$ cat src/rtl/jstk_spi_reader.sv
// PmodJSTK poller: SPI mode-0 master that reads one 5-byte joystick frame per
// poll period and publishes X/Y deflection and buttons atomically.
module jstk_spi_reader #(
  parameter int HALF_DIV    = 50,
  parameter int SS_SETUP    = 1500,
  parameter int BYTE_GAP    = 1000,
  parameter int POLL_PERIOD = 1666666
) (
  input  logic       clk,
  input  logic       clr_n,
  input  logic [1:0] led,
  input  logic       miso,
  output logic       ss,
  output logic       sclk,
  output logic       mosi,
  output logic [9:0] X_POS,
  output logic [9:0] Y_POS,
  output logic [2:0] buttons,
  output logic       sample_valid
);

  localparam int BIT_LEN = 2 * HALF_DIV;
  localparam int CNT_MAX = (SS_SETUP > BIT_LEN) ?
                           ((SS_SETUP > BYTE_GAP) ? SS_SETUP : BYTE_GAP) :
                           ((BIT_LEN > BYTE_GAP) ? BIT_LEN : BYTE_GAP);
  localparam int CNT_W   = $clog2(CNT_MAX + 1);
  localparam int POLL_W  = $clog2(POLL_PERIOD + 1);

  localparam logic [CNT_W-1:0]  SETUP_LAST = CNT_W'(SS_SETUP - 1);
  localparam logic [CNT_W-1:0]  GAP_LAST   = CNT_W'(BYTE_GAP - 1);
  localparam logic [CNT_W-1:0]  BIT_LAST   = CNT_W'(BIT_LEN - 1);
  localparam logic [CNT_W-1:0]  HALF_C     = CNT_W'(HALF_DIV);
  localparam logic [POLL_W-1:0] POLL_LAST  = POLL_W'(POLL_PERIOD - 1);

  typedef enum logic [2:0] {
    S_IDLE,
    S_SETUP,
    S_SHIFT,
    S_GAP,
    S_DONE
  } state_t;

  state_t              r_state, w_state_nxt;
  logic [CNT_W-1:0]    r_cnt, w_cnt_nxt;
  logic [2:0]          r_bit, w_bit_nxt;
  logic [2:0]          r_byte, w_byte_nxt;
  logic [7:0]          r_cmd, w_cmd_nxt;
  logic [POLL_W-1:0]   r_poll;
  logic [7:0]          r_sr, w_sr_nxt;
  logic                w_sample;
  logic                w_byte_end;
  logic                w_ss_nxt, w_sclk_nxt, w_mosi_nxt;

  // Shadow copies of the received frame; outputs only load from these at DONE.
  logic [7:0]          r_x_lo, r_y_lo;
  logic [1:0]          r_x_hi, r_y_hi;

  logic                r_ss, r_sclk, r_mosi, r_sv;
  logic [9:0]          r_x, r_y;
  logic [2:0]          r_btn;

  // Next-state, bit/byte sequencing and next values of the SPI pins.
  always_comb begin
    w_state_nxt = r_state;
    w_cnt_nxt   = r_cnt;
    w_bit_nxt   = r_bit;
    w_byte_nxt  = r_byte;
    w_cmd_nxt   = r_cmd;
    w_sample    = 1'b0;
    w_byte_end  = 1'b0;
    case (r_state)
      S_IDLE: begin
        if (r_poll == '0) begin
          w_state_nxt = S_SETUP;
          w_cnt_nxt   = '0;
          w_bit_nxt   = '0;
          w_byte_nxt  = '0;
          w_cmd_nxt   = {6'b100000, led};
        end
      end
      S_SETUP: begin
        if (r_cnt == SETUP_LAST) begin
          w_state_nxt = S_SHIFT;
          w_cnt_nxt   = '0;
        end else begin
          w_cnt_nxt = r_cnt + CNT_W'(1);
        end
      end
      S_SHIFT: begin
        // sclk is high from HALF_DIV onward; the first high cycle samples miso.
        w_sample = (r_cnt == HALF_C);
        if (r_cnt == BIT_LAST) begin
          w_cnt_nxt = '0;
          if (r_bit == 3'd7) begin
            w_bit_nxt  = '0;
            w_byte_end = 1'b1;
            if (r_byte == 3'd4) begin
              w_state_nxt = S_DONE;
            end else begin
              w_state_nxt = S_GAP;
              w_byte_nxt  = r_byte + 3'd1;
            end
          end else begin
            w_bit_nxt = r_bit + 3'd1;
          end
        end else begin
          w_cnt_nxt = r_cnt + CNT_W'(1);
        end
      end
      S_GAP: begin
        if (r_cnt == GAP_LAST) begin
          w_state_nxt = S_SHIFT;
          w_cnt_nxt   = '0;
        end else begin
          w_cnt_nxt = r_cnt + CNT_W'(1);
        end
      end
      S_DONE: begin
        w_state_nxt = S_IDLE;
      end
      default: begin
        w_state_nxt = S_IDLE;
      end
    endcase

    // Pins are registered from the next state so they never glitch on decode.
    w_ss_nxt   = !((w_state_nxt == S_SETUP) || (w_state_nxt == S_SHIFT) ||
                   (w_state_nxt == S_GAP));
    w_sclk_nxt = (w_state_nxt == S_SHIFT) && (w_cnt_nxt >= HALF_C);
    w_mosi_nxt = w_ss_nxt ? 1'b0 : w_cmd_nxt[3'd7 - w_bit_nxt];
    w_sr_nxt   = w_sample ? {r_sr[6:0], miso} : r_sr;
  end

  // Control state, poll counter, SPI pins and published results.
  always_ff @(posedge clk or negedge clr_n) begin
    if (!clr_n) begin
      r_state <= S_IDLE;
      r_cnt   <= '0;
      r_bit   <= '0;
      r_byte  <= '0;
      r_poll  <= '0;
      r_ss    <= 1'b1;
      r_sclk  <= 1'b0;
      r_mosi  <= 1'b0;
      r_sv    <= 1'b0;
      r_x     <= 10'd512;
      r_y     <= 10'd512;
      r_btn   <= 3'd0;
    end else begin
      r_state <= w_state_nxt;
      r_cnt   <= w_cnt_nxt;
      r_bit   <= w_bit_nxt;
      r_byte  <= w_byte_nxt;
      r_poll  <= (r_poll == POLL_LAST) ? '0 : r_poll + POLL_W'(1);
      r_ss    <= w_ss_nxt;
      r_sclk  <= w_sclk_nxt;
      r_mosi  <= w_mosi_nxt;
      r_sv    <= (w_state_nxt == S_DONE);
      // Byte 4 completes on the edge into DONE; publish everything together.
      if (w_state_nxt == S_DONE) begin
        r_x   <= {r_x_hi, r_x_lo};
        r_y   <= {r_y_hi, r_y_lo};
        r_btn <= w_sr_nxt[2:0];
      end
    end
  end

  // Receive shift register, command latch and per-byte shadow capture.
  always_ff @(posedge clk) begin
    r_sr  <= w_sr_nxt;
    r_cmd <= w_cmd_nxt;
    if (w_byte_end) begin
      case (r_byte)
        3'd0:    r_x_lo <= w_sr_nxt;
        3'd1:    r_x_hi <= w_sr_nxt[1:0];
        3'd2:    r_y_lo <= w_sr_nxt;
        3'd3:    r_y_hi <= w_sr_nxt[1:0];
        default: ;
      endcase
    end
  end

  assign ss           = r_ss;
  assign sclk         = r_sclk;
  assign mosi         = r_mosi;
  assign X_POS        = r_x;
  assign Y_POS        = r_y;
  assign buttons      = r_btn;
  assign sample_valid = r_sv;

endmodule

$ cat config.mk
export PLATFORM = sky130hd
export DESIGN_NAME = jstk_spi_reader
export DESIGN_NICKNAME = d
export VERILOG_FILES = /design/src/rtl/jstk_spi_reader.sv
export SDC_FILE = /design/constraint.sdc
export NUM_CORES = 1
export LEC_CHECK = 0
export CAP_MARGIN = 20
export CORE_AREA = 2 2 117 165
export DETAILED_ROUTE_END_ITERATION = 10
export DIE_AREA = 0 0 119 167
export HOLD_SLACK_MARGIN = 0.06
export PLACE_DENSITY = 0.42
export SYNTH_ARGS = -nofsm -noshare
export SYNTH_HDL_FRONTEND = slang
export SYNTH_SLANG_ARGS = --single-unit
$ cat constraint.sdc
create_clock -name clk -period 3.5 [get_ports clk]
set_input_delay 0.525 -clock clk [delete_from_list [all_inputs] [get_ports clk]]
set_output_delay 0.525 -clock clk [all_outputs]
set_load 0.05 [all_outputs]
==> results.md <==
- Most numerous cell in the Yosys netlist: dfrtp_1
- #FFs+latches synth: 104
- Routed WL: roughly 9400 µm
- Via Count: 2,918
- GRT Util Overall: 10.2%
- Placement Setup Slack: between 0.9 and 1 ns
- Syn nets: slightly below 400
- Worst Setup Start Kind: flop
- Area of placed instances: roughly 5100 µm²
- Die area: 19,900 µm²
- Cells after DPL: 642
- Syn Area/Cell: 12.1 µm²
- Power Dens Cells: 425 nW/µm²
- CTS tree: done
- # setup viols final: 0
- Post-Syn Area: 4530 µm²
- Vias per Instance: 4.43
- Clock sinks: 104
- Crit-path max FO: 21
- Worst rel slew slack: between 60% and 70%
- Die X: between 100 and 150 µm
- Clock Skews: about 0.0076 ns
- Share of post-route cells with drive strength above 1: approximately 18%
- Remaining antenna violation count: 0
- ANT cells: 0
- Commonest cells in the netlist: 65 x dfrtp_1, 35 x mux2_2, 28 x nor2_1
- Initial antenna violation count: 0
- Synth cell types: 56
- Cell area after layout: approximately 5400 µm²
- Initial Util: 24.6%
- Worst-Skew Late Latency: ~0.36 ns
- Pins over their slew limit: 0
- Fin crit period: 2.61 ns
- PortBufs: 31
- Synth area leaders: dfrtp_1 36%, edfxtp_1 13%, mux2_2 8.7%
- Largest area contributor in the netlist: dfrtp_1
- Worst EP required: around 3.7 ns
- Top cell type's share of synthesized area: a little over a third
- 1st-pass router iterations: 4
- Count of final hold-check violations: 0
- Post-CTS Setup Bufs: 0
- CP Buf/Inv Count: 1
- Period utilization: between 70 and 80%
- Post-CTS Hold Buffers: 0
- First-pass GRT wire length: 15,800 µm
- Remaining DRCs: 0
- Lkg Pwr: ~2.2 nW
- F_max: around 0.38 GHz
- Clock buffer depth: 2
- TritonCTS buffer count: 9
- Detailed Place HPWL: between 6000 and 7000 µm
- Seq/Total Area, Yosys: just under 60%
- Biggest cell delay along the critical path: a little over 0.4 ns
- Worst slew pin tran: just under 0.6 ns
- Status: complete, no violations
- Post-CTS sizing: 0
- PnR worst setup slack: just under 0.9 ns
- Clock Root Buffer: clkbuf_16
- Critical path's top delay family: compound AO/OA/AOI/OAI gates
- Nets: 426
- Largest net degree at the start of global routing: 28
- Post-Syn Instances: 373
- Critical Path AT: 2.84 ns
- RSZ-0062 raised after global routing: false
- Core area: 18,400 µm²
- Congestion Overflow GR: 0
- Min-delay worst type: input port to async pin
- Max cap viols: 0
- Clock slew at reported path FFs: approximately 0.070 ns
- Post-route setup TNS: 0 ns
- Die Ht: between 150 and 200 µm
- Synth async-reset ratio: 65.4%
- Fin util: slightly below 30%
- WL/cell: 14.3 µm
- Non-filler cells, final: ~660
- Vias in the first global route: ~3.0k
- Critical path type: flop to flop
- Cell Chain, Critical Path: ha_1, and4b_1, a41oi_1, a21oi_1, buf_4, o21ai_0, a21o_1, o211a_1, o311a_1
- Number of synthesized flops with an enable pin: 20
- Most used flip-flop cell after synthesis: dfrtp_1
- Slowest CP cell: dfrtp_1
- Critical Path End Type: flop
- H-tree depth: 3
- Warnings from Yosys: 0
- IO Pins: 32
- Gp weighted congestion: about 0.74
- Drt first-iter violations: between 150 and 200
- # rows: around 60
- Peak VDD IR: between 150 and 200 µV
- P&R area growth vs syn: 20.1%
==> final timing paths <==
check	end	cells after the start	slack (ns)	from
hold reg to reg	r_cmd[4]$_DFF_P_	2	0.44	r_cmd[4]$_DFF_P_
setup reg to reg	sclk$_DFF_PN0_	9	0.89	r_cnt[1]$_DFF_PN0_
setup / recovery	sclk$_DFF_PN0_	9	0.89	r_cnt[1]$_DFF_PN0_
min in group clk	r_cmd[4]$_DFF_P_	2	0.44	r_cmd[4]$_DFF_P_
max in group asynchronous	r_poll[10]$_DFF_PN0_	2	2.61	clr_n
hold / removal	r_poll[16]$_DFF_PN0_	1	0.13	clr_n
==> cell usage in the layout (no fill, tap or decap), types with 12 or more instances in the layout <==
master	instances
dfrtp_1	65
mux2_2	35
clkdlybuf4s50_1	30
nor2_1	27
nand2_1	21
edfxtp_1	20
dfxtp_1	16
nand3_1	15
inv_1	13
o21ai_0	13
ha_1	12
==> power breakdown <==
part	internal [mW]	switching (mW)	total (mW)
clock	0.573	0.489	1.06
combinational	0.00645	0.0182	0.0246
sequential	1.23	0.000483	1.23
==> area by class of cell <==
class	instances	area, µm²
tap	244	305
multi-input combinational	245	1810
fill	1870	12900
timing repair buffer	36	343
sequential	104	2630
clock buffer	9	225
inverter	13	48.8
clock inverter	7	86.3
==> state kept, by name, summed over array words and instances, names as in the netlist, 8 cells and up <==
| signal | flops |
|---|---|
| X_POS | 10 |
| r_sr | 8 |
| r_cmd | 8 |
| r_x_lo | 8 |
| r_poll | 21 |
| r_y_lo | 8 |
| r_cnt | 11 |
| Y_POS | 10 |
==> metal layers <==
layer	part of all wire [%]	vias to the layer above	GRT usage, %
li1	-	1416	-
met3	2.9	13	2.23
met5	0	-	0
met1	42	1435	11.6
met2	53	54	17.8
met4	2.5	0	5.43
==> cells by family after synthesis <==
group	after synthesis	synth area share [%]
adders and majority gates	12	3.31
AOI/OAI and AO/OA	47	6.71
and+or+nand+nor	126	16.0
muxes	40	9.92
DFF	104	58.0
xor gates and xnor gates	20	3.87
buffers and inverters	24	2.18
==> through the flow <==
stage	total power [mW]	hold slack, ns
floorplan	1.26	0.229
global placement	1.28	0.426
detailed placement	1.28	0.434
global route	2.42	0.186
finish	2.32	0.133
CTS	2.36	0.167
No activity file was read; power rests on OpenSTA's default activity.
